## src/rtl/pc_fetch.sv

```systemverilog
`default_nettype none
// ============================================================================
//  Module   : pc_fetch
//  Brief    : Instruction-fetch front end. Owns the architectural PC and
//             issues single-beat Wishbone classic reads. Each fetched
//             instruction is presented with its PC to IF/ID under a
//             valid/stall handshake. Redirects override PC+4 advance, and
//             wrong-path fetches are squashed.
//  Option   : PC_FETCH_ALIGN_CHECK_EN - when defined, a misaligned redirect
//             target traps into a sticky FAULT state instead of being
//             silently aligned.
//  Revision : 1.0 - initial release
// ============================================================================
module pc_fetch #(
   parameter int                      ADDR_WIDTH = 32,
   parameter int                      DATA_WIDTH = 32,
   parameter logic [ADDR_WIDTH-1:0]   PC_ADDR    = 32'h8000_0000
) (
   input  logic                   clk_i,
   input  logic                   rst_i,
   input  logic                   redirect_i,
   input  logic [ADDR_WIDTH-1:0]  redirect_pc_i,
   input  logic                   stall_i,
   output logic                   imem_cyc_o,
   output logic                   imem_stb_o,
   output logic [ADDR_WIDTH-1:0]  imem_adr_o,
   input  logic                   imem_ack_i,
   input  logic [DATA_WIDTH-1:0]  imem_dat_i,
   output logic                   inst_valid_o,
   output logic [DATA_WIDTH-1:0]  inst_o,
   output logic [ADDR_WIDTH-1:0]  pc_o,
   output logic                   fetch_fault_o
);

   typedef enum logic [1:0] {
      S_IDLE  = 2'd0,
      S_FETCH = 2'd1,
      S_HOLD  = 2'd2,
      S_FAULT = 2'd3
   } state_t;

   localparam logic [ADDR_WIDTH-1:0] c_PC_STEP    = ADDR_WIDTH'(4);
   localparam logic [ADDR_WIDTH-1:0] c_ALIGN_MASK = ADDR_WIDTH'(3);

   state_t                  r_state;
   logic [ADDR_WIDTH-1:0]   r_pc;
   logic [DATA_WIDTH-1:0]   r_inst;
   logic                    r_kill;       // outstanding request is wrong-path
   logic [ADDR_WIDTH-1:0]   r_pend_pc;    // redirect target waiting for the ack
   logic                    r_fault_pend; // pending redirect target was misaligned

   logic [ADDR_WIDTH-1:0]   w_redir_tgt;
   logic                    w_redir_bad;

`ifdef PC_FETCH_ALIGN_CHECK_EN
   // Misaligned targets are never loaded; they steer the FSM into FAULT.
   assign w_redir_tgt = redirect_pc_i;
   assign w_redir_bad = |(redirect_pc_i & c_ALIGN_MASK);
`else
   // Without the check, low target bits are simply cleared.
   assign w_redir_tgt = redirect_pc_i & ~c_ALIGN_MASK;
   assign w_redir_bad = 1'b0;
`endif

   // Fetch FSM: PC, held instruction and wrong-path squash bookkeeping.
   always_ff @(posedge clk_i or posedge rst_i) begin
      if (rst_i) begin
         r_state      <= S_IDLE;
         r_pc         <= PC_ADDR;
         r_inst       <= '0;
         r_kill       <= 1'b0;
         r_pend_pc    <= '0;
         r_fault_pend <= 1'b0;
      end else begin
         case (r_state)
            S_IDLE: begin
               // Any late ack from a transaction cut short by reset lands here
               // and is ignored.
               r_state <= S_FETCH;
            end

            S_FETCH: begin
               if (redirect_i) begin
                  if (imem_ack_i) begin
                     // Data belongs to the old path; the ack closes it out.
                     r_kill       <= 1'b0;
                     r_fault_pend <= 1'b0;
                     if (w_redir_bad) begin
                        r_state <= S_FAULT;
                     end else begin
                        r_pc <= w_redir_tgt;
                     end
                  end else begin
                     // Bus request must stay stable until ack; remember the
                     // latest target (last redirect wins).
                     r_pend_pc    <= w_redir_tgt;
                     r_kill       <= 1'b1;
                     r_fault_pend <= w_redir_bad;
                  end
               end else if (imem_ack_i) begin
                  if (r_kill) begin
                     r_kill       <= 1'b0;
                     r_fault_pend <= 1'b0;
                     if (r_fault_pend) begin
                        r_state <= S_FAULT;
                     end else begin
                        r_pc <= r_pend_pc;
                     end
                  end else begin
                     r_inst  <= imem_dat_i;
                     r_state <= S_HOLD;
                  end
               end
            end

            S_HOLD: begin
               if (redirect_i) begin
                  // Redirect beats stall; the held instruction is dropped.
                  if (w_redir_bad) begin
                     r_state <= S_FAULT;
                  end else begin
                     r_pc    <= w_redir_tgt;
                     r_state <= S_FETCH;
                  end
               end else if (!stall_i) begin
                  r_pc    <= r_pc + c_PC_STEP;
                  r_state <= S_FETCH;
               end
            end

            S_FAULT: begin
               r_state <= S_FAULT;
            end

            default: begin
               r_state <= S_IDLE;
            end
         endcase
      end
   end

   // Outputs decode registered state only; no input-to-output paths.
   assign imem_cyc_o   = (r_state == S_FETCH);
   assign imem_stb_o   = (r_state == S_FETCH);
   assign imem_adr_o   = r_pc;
   assign inst_valid_o = (r_state == S_HOLD);
   assign inst_o       = r_inst;
   assign pc_o         = r_pc;

`ifdef PC_FETCH_ALIGN_CHECK_EN
   assign fetch_fault_o = (r_state == S_FAULT);
`else
   assign fetch_fault_o = 1'b0;
`endif

endmodule
`default_nettype wire
```

## config.mk

```make
export PLATFORM = sky130hd
export DESIGN_NAME = pc_fetch
export DESIGN_NICKNAME = d
export VERILOG_FILES = /design/src/rtl/pc_fetch.sv
export SDC_FILE = /design/constraint.sdc
export NUM_CORES = 1
export LEC_CHECK = 0
export CORE_MARGIN = 4
export CORE_UTILIZATION = 35
export DETAILED_ROUTE_END_ITERATION = 16
export HOLD_SLACK_MARGIN = 0.02
export PLACE_DENSITY = 0.69
export REMOVE_ABC_BUFFERS = 1
export SLEW_MARGIN = 25
export SYNTH_ARGS = -nofsm -noshare
export SYNTH_HDL_FRONTEND = slang
export SYNTH_SLANG_ARGS = --single-unit
```

## constraint.sdc

```tcl
create_clock -name clk_i -period 5.3 [get_ports clk_i]
set_input_delay 1.06 -clock clk_i [delete_from_list [all_inputs] [get_ports clk_i]]
set_output_delay 1.06 -clock clk_i [all_outputs]
set_load 0.01 [all_outputs]
```

# Word level (Yosys, flattened, before mapping)
# Cells that the tools add are included.
# Widths: inputs -> output; s select.
# totals
reg_bits	98
out_inout_bits	100
inputBits	69
# op_classes
mux	21
n_reduce_logical	10
addsub	1
n_bitwise	3
eq_ne	9
# op_table
op	count
$mux 32	7
$pmux 32 s2	1
$add 32x3->32 const B	1
$mux 2	6
$pmux 2 s4	1
$reduce_and 4->1	2
$mux 1	6
$ne 3x2->1 const B	2
$ne 3x3->1 const B	2
$reduce_and 3->1	2
$reduce_bool 2->1	3
$reduce_and 5->1	1
$eq 2x2->1 const B	2
$not 1->1	3
$eq 2x1->1 const B	1
$logic_not 2->1	1
$ne 2x1->1 const B	1
$ne 2x2->1 const B	1
$reduce_and 2->1	1

# Longest topological paths before layout
# Gate-level depths: netlist (run 1).
# logic_depth
depth_word	5
mapped_depth	9
mapped_depth_nobuf	6

# Worst setup path after synthesis (run 1)
# No wires, ideal clock.
# synth_timing
path_type	input-to-reg
startpoint	in redirect_i
endpoint	reg r_pc[31], in the netlist imem_adr_o[31]
required_ps	5218
path_stages	5
slack_ps	2907
arrival_ps	2311
path_buffers	1
cell_sequence	or3b_1 -> and4_4 -> buf_6 -> mux2_4 -> a211o_1
# synth_via
elab_chain_cells	2
elab_cells_between_ends	7
cone_classes	eq/ne (3); mux (3); reduce/logical (1)
# synth_rtl
element	line	source
start, declared	21	input logic redirect_i,
$ne 3x3->1 (no line), or another cell as far along	n/a	
$reduce_and 5->1 (no line) / $pmux 32 s2 (equally long branches)	n/a	
end signal, assigned	91	r_pc <= w_redir_tgt;
end signal, assigned	107	r_pc <= r_pend_pc;
end signal, assigned	122	r_pc <= w_redir_tgt;
end, declared	46	logic [ADDR_WIDTH-1:0] r_pc;
# Parallel ways exist; a longest one is shown, timed or not.
# A chain may end at the register's enable or synchronous reset.

# Worst setup path in the final report (run 1)
# layout_timing
startpoint	reg r_state[0]
endpoint	out inst_valid_o
# layout_via
elab_chain_cells	1
# layout_rtl
element	line	source
start, declared	45	state_t r_state;
start signal, assigned	68	r_state <= S_IDLE;
start signal, assigned	79	r_state <= S_FETCH;
start signal, assigned	89	r_state <= S_FAULT;
$eq 2x2->1	146	assign inst_valid_o = (r_state == S_HOLD);
end, declared	29	output logic inst_valid_o,
# Every way passes these cells.

==> qor.csv, run 1 <==
metric,value,unit
status,finished clean,
crit_slowest_cell,clkdlybuf4s50_1,
die_x,130,µm
antenna_found_initial,0,
fp.dieH,130,µm
start_util,35.9,%
synth-edff-count,0,
peakVddDrop,0.000140,V
ys.flop_type,dfrtp_1,
wirelength,14900,µm
hp-start,r_pend_pc[11]$_DFFE_PP0P_,
io_pins,169,
path_cells,"inv_1, ha_1, buf_4, clkdlybuf4s50_1",
grt-ovfl-total,0,
seq_area_frac_synth,45.4,%
rsz0062_at_grt,false,
cts_tree,yes,
antenna-diode-count,0,
drtIter0Drc,230,
holdWs,489,ps
coreArea,0.0146,mm²
num_vias,4411,
finalCritPeriodShare,57.2,%
rr_startpoint,r_state[0]$_DFFE_PP0P_,
drv_slew,0,
max_freq,330,MHz
syn2layout_area_growth,34.6,%
dieArea,0.0170,mm²
place_area,0.00673,mm²
dp_hpwl,10700,µm
cts_resized,0,
synth_top_area_share,44.9,%
cts_sinks,95,
grt_max_degree,55,
synth_warnings,0,
fin_skew,10.2,ps
clockBufferDepth,2,
grt_pass1_wl,23700,µm
synth_area,0.00524,mm²
cp_top_family,buffers and inverters,
clock-root-buffer,clkbuf_16,
cts_hold_buf,0,
arrival,1970,ps
synth_cell_types,57,
tightest_slew,732,ps
cts_setup_buffers,0,
fin_setup_tns,0,ps
startpoint,r_state[0]$_DFFE_PP0P_,
leakagePower,2.97,nW
synth.area.top_cells,"dfrtp_1 45%, mux2_2 13%, buf_4 5.3%",
first_global_vias,4589,
drv_cap,0,
endpoint_kind,output port,
post-route-min-period,3030,ps
ant_nets,0,
crit_required,4240,ps
worst-path-buf-inv,3,
post-route-drc-count,0,
start_kind,flop,
crit_path_max_incr_delay,630,ps
nets,694,
utilization,48.3,%
cts_htree_levels,3,
slew_headroom,51.2,%
routedWlPerCell,18.4,µm
dr.pass1.iters,4,
drt-vias-per-instance,5.45,
gp_congestion,0.828,
synthCells,509,
worstHoldPathType,flop to flop,
power_density,216,mW/mm²
cts_buffers,9,
yosys.area.top_type,dfrtp_1,
grt_usage,18.0,%
insertion_delay,350,ps
drive_gt1_share,14.9,%
crit_fanout,38,
hold_violations,0,
path_class,flop to output port,
clkSlewWorstSetupHoldPaths,70,ps
final_area,0.00705,mm²
row_count,44,
ys_seq_elements,95,
yosysMostFrequentCell,dfrtp_1,
synth-async-reset-ratio,100,%
syn_area_per_cell,10.3,µm²
port_buffers,161,
setup_viol,0,
yosys-top-cells-count,"94 x dfrtp_1, 59 x mux2_2, 41 x a21oi_1",
where the power goes:
part / total [mW] / switching, mW / internal (mW)
clock: 0.705 / 0.288 / 0.417
sequential: 0.725 / 0 / 0.725
combinational: 0.0905 / 0.0392 / 0.0513
total: 1.52 / 0.328 / 1.19
flip-flops by register name (all words and copies together), names as in the netlist:
signal      cells
imem_adr_o     30
r_state         2
r_pend_pc      30
r_kill          1
inst_o         32
cells by family after synthesis:
| logic type | after synthesis | synth area share, % |
|---|---|---|
| buffers and inverters | 82 | 8.86 |
| adder cells (fa/ha/maj) | 4 | 0.955 |
| XOR/XNOR | 1 | 0.167 |
| AND/OR/NAND/NOR | 136 | 14.2 |
| AO/OA/AOI/OAI | 120 | 15.4 |
| other | 1 | 0.0716 |
| flip-flops | 95 | 45.4 |
| multiplexers | 70 | 15.0 |
final cells by class:
type | count | area (µm²)
tap | 184 | 230
timing repair buffer | 168 | 1660
clock buffer | 10 | 229
sequential | 95 | 2380
multi-input combinational | 336 | 2420
clock inverter | 6 | 93.8
fill | 1308 | 7540
inverter | 11 | 42.5
path summary, 6_finish.rpt:
path	endpoint	slack (ps)	cells after the start
worst max-delay path	inst_valid_o	2270	4
worst min-delay path	r_pend_pc[11]$_DFFE_PP0P_	490	2
worst max register to register	imem_adr_o[22]$_DFFE_PP0P_	2680	7
worst min register to register	r_pend_pc[11]$_DFFE_PP0P_	490	2
max in group asynchronous	r_pend_pc[26]$_DFFE_PP0P_	3000	3
min in group asynchronous	inst_o[16]$_DFFE_PP0P_	1130	2
through the flow:
step	power (mW)	instances	setup WS, ps
after CTS	1.54	810	2230
after floorplan	0.763	442	1390
after global placement	0.828	794	2030
after detailed placement	0.830	794	2020
after global routing	1.58	810	2170
final	1.52	810	2270
tightest hold or removal path, cell delays in order (launching register included):
cell and delay (ps):
dfrtp_1 350, nand2_1 50, o21ai_0 60
layer usage:
layer / vias up / share of wire (%) / global-route usage [%] / wire, µm
li1: 2058 / - / - / -
met1: 2143 / 41 / 22.4 / 6140
met2: 186 / 47 / 28.2 / 6990
met3: 24 / 9.7 / 6.30 / 1440
met4: 0 / 2.2 / 8.17 / 334
met5: - / 0 / 0 / 0
cell usage in the layout (no fill, tap or decap), drive strengths merged, types with 6 or more instances in the layout:
cell type / count
or3: 6
dfrtp: 94
nor2: 27
clkbuf: 10
nor4: 6
buf: 8
nor3: 8
o21ai: 19
a21oi: 41
mux2: 63
o211ai: 7
nand3: 16
nand4: 14
nand2: 27
a211o: 6
clkdlybuf4s50: 160
inv: 11
nand2b: 6
and4: 8
mux2i: 7
No activity file was read; power rests on OpenSTA's default activity.
==> inputs of run 2 (changes only) <==
Settings changed: PLACE_DENSITY 0.69 to 0.72.
Clock period 5.3 ns to 2.5 ns, I/O delays scaled along.
==> run 2 against run 1 <==
Clock-buffer cell count unchanged. Via count increased by 4.5%. Total power grew 110%. Flip-flop and latch count unchanged. Sequential share of layout area is 0.72 points lower. Core utilization grew 1.0 points. Global-route usage rose by 0.26 points. Clock power rose by 110%. Critical path type unchanged. Highest routed layer unchanged.
==> qor.csv, run 2 (synthesized netlist as in run 1, its figures left out) <==
metric,value,unit,change
drv_slew,0,,unchanged
drt-met1-wl,6260,µm,was 6140 µm
mostFrequentLayoutCells,"160 x clkdlybuf4s50_1, 94 x dfrtp_1, 59 x mux2_2",,unchanged
cts_sinks,95,,unchanged
worstHoldPathType,input port to async pin,,was flop to flop
grt_max_degree,36,,was 55
holdWs,419,ps,was 489 ps
cts_htree_levels,3,,unchanged
path_class,flop to output port,,unchanged
cts_buffers,9,,unchanged
num_vias,4608,,"was 4,411"
row_count,44,,unchanged
clockBufferDepth,2,,unchanged
grt_pass1_wl,24400,µm,"was 23,700 µm"
p_comb_share,6.2,%,was 6.0%
dieArea,0.0170,mm²,unchanged
reg2reg_slack,320,ps,was 2680 ps
drive_gt1_share,16.7,%,was 14.9%
cts_setup_buffers,0,,unchanged
drtIter0Drc,289,,was 230
largest_reg_flops,32,,unchanged
nFillCells,1319,,"was 1,308"
post-route-min-period,2390,ps,
status,finished clean,,unchanged
seqPwrFrac,47.3,%,was 47.7%
rsz0062_at_grt,false,,unchanged
coreArea,0.0146,mm²,unchanged
final_common_cell,clkdlybuf4s50_1,,unchanged
dpl_worst_slack,233,ps,was 2020 ps
hold_violations,0,,unchanged
grt_usage,18.3,%,was 18.0%
peakVddDrop,0.000314,V,was 0.000140 V
cts_tree,yes,,unchanged
path_cells,"inv_1, ha_1, clkdlybuf4s50_1",,"was inv_1, ha_1, buf_4, clkdlybuf4s50_1"
power_frac_clock,46.4,%,about the same
seq_area,0.00238,mm²,unchanged
routed.top_layer,met4,,unchanged
met2_length,7030,µm,was 6990 µm
dr.pass1.iters,5,,was 4
fp.dieH,130,µm,unchanged
tightest_slew,576,ps,was 732 ps
die_x,130,µm,unchanged
rr_startpoint,r_state[0]$_DFFE_PP0P_,,unchanged
reg2reg_to,r_state[0]$_DFFE_PP0P_,,was imem_adr_o[22]$_DFFE_PP0P_
gp_congestion,0.849,,was 0.828
slew_headroom,61.4,%,was 51.2%
clock-root-buffer,clkbuf_16,,unchanged
wl_met3,1670,µm,was 1440 µm
io_pins,169,,unchanged
max_freq,419,MHz,
crit_end,inst_valid_o,,unchanged
power_density,451,mW/mm²,was 216 mW/mm²
clkSlewWorstSetupHoldPaths,70,ps,about the same
crit_required,2000,ps,was 4240 ps
drv_cap,0,,unchanged
nets,707,,was 694
crit_path_max_incr_delay,620,ps,was 630 ps
post-route-drc-count,0,,unchanged
drt-vias-per-instance,5.60,,was 5.45
port_buffers,161,,unchanged
fin_skew,10.5,ps,was 10.2 ps
antenna-diode-count,0,,unchanged
start_util,35.9,%,unchanged
insertion_delay,350,ps,about the same
wirelength,15200,µm,"was 14,900 µm"
p_sw_share,21.8,%,was 21.5%
fin_cells,823,,was 810
fin_setup_tns,0,ps,unchanged
crit_fanout,9,,was 38
arrival,1890,ps,was 1970 ps
cts_hold_buf,0,,unchanged
dp_cells,807,,was 794
antenna_found_initial,0,,unchanged
cts_resized,0,,unchanged
setup_viol,0,,unchanged
first_global_vias,4686,,"was 4,589"
place_area,0.00687,mm²,was 0.00673 mm²
crit_slowest_cell,clkdlybuf4s50_1,,unchanged
ant_nets,0,,unchanged
leakagePower,3.05,nW,was 2.97 nW
startpoint,r_state[0]$_DFFE_PP0P_,,unchanged
multiInputGateArea,0.00242,mm²,about the same
r2r_cells,7,,unchanged
finalCritPeriodShare,95.6,%,
start_kind,flop,,unchanged
p_int,2.54,mW,was 1.19 mW
syn2layout_area_growth,37.5,%,was 34.6%
dp_hpwl,11200,µm,"was 10,700 µm"
power_switching,0.709,mW,was 0.328 mW
fin_ws,111,ps,was 2270 ps
final_area,0.00720,mm²,was 0.00705 mm²
routedWlPerCell,18.5,µm,was 18.4 µm
grt-ovfl-total,0,,unchanged
endpoint_kind,output port,,unchanged
==> run 2: changes by cell type in the layout (fill, tap and decap cells not counted), sizes merged <==
cell	delta
buf	+13
==> run 2: layout make-up <==
type / count / area share, %
clock inverters: 6 / 1.30
clock buffers: 10 / 3.18
inverters: 11 / 0.591
multi-input cells: 336 / 33.6
repair buffers: 181 / 25.1
well taps: 184 / 3.20
flip-flops and latches: 95 / 33.0
==> run 2: power groups by stage <==
| stage | logic, mW | registers, mW | clock network, mW |
|---|---|---|---|
| 2_1_floorplan | 0.0517 | 1.57 | 0 |
| 3_3_place_gp | 0.201 | 1.57 | 0 |
| 3_5_place_dp | 0.205 | 1.57 | 0 |
| 4_1_cts | 0.206 | 1.54 | 1.54 |
| 5_1_grt | 0.222 | 1.54 | 1.61 |
| 6_report | 0.202 | 1.54 | 1.51 |
==> run 2: stage by stage <==
stage	utilization (%)	power, mW
6_report	49.4	3.25
5_1_grt	49.4	3.37
4_1_cts	49.3	3.29
3_5_place_dp	47.1	1.77
3_3_place_gp	47.1	1.77
2_1_floorplan	-	1.62
==> run 2: per-layer routing <==
metal,GRT usage (%),vias to the layer above
met2,28.5,225
met4,6.35,0
met3,6.88,15
li1,-,2087
met5,0,-
met1,23.3,2281
==> run 2: worst min path at each step <==
stage	cells after the start	slack [ps]	to	start
4_1_cts	2	420	imem_adr_o[2]$_DFFE_PP0P_	rst_i
2_1_floorplan	2	450	r_pend_pc[11]$_DFFE_PP0P_	r_pend_pc[11]$_DFFE_PP0P_
6_report	2	420	imem_adr_o[2]$_DFFE_PP0P_	rst_i
3_3_place_gp	1	470	inst_o[7]$_DFFE_PP0P_	inst_o[7]$_DFFE_PP0P_
5_1_grt	2	460	imem_adr_o[2]$_DFFE_PP0P_	rst_i
3_5_place_dp	1	480	inst_o[7]$_DFFE_PP0P_	inst_o[7]$_DFFE_PP0P_
==> run 2: worst max-delay path: cells and delay by family (launching register included) <==
family	cells	cell delay [ps]
adder cells (fa/ha/maj)	1	420
flip-flops	1	430
buffers and inverters	2	690
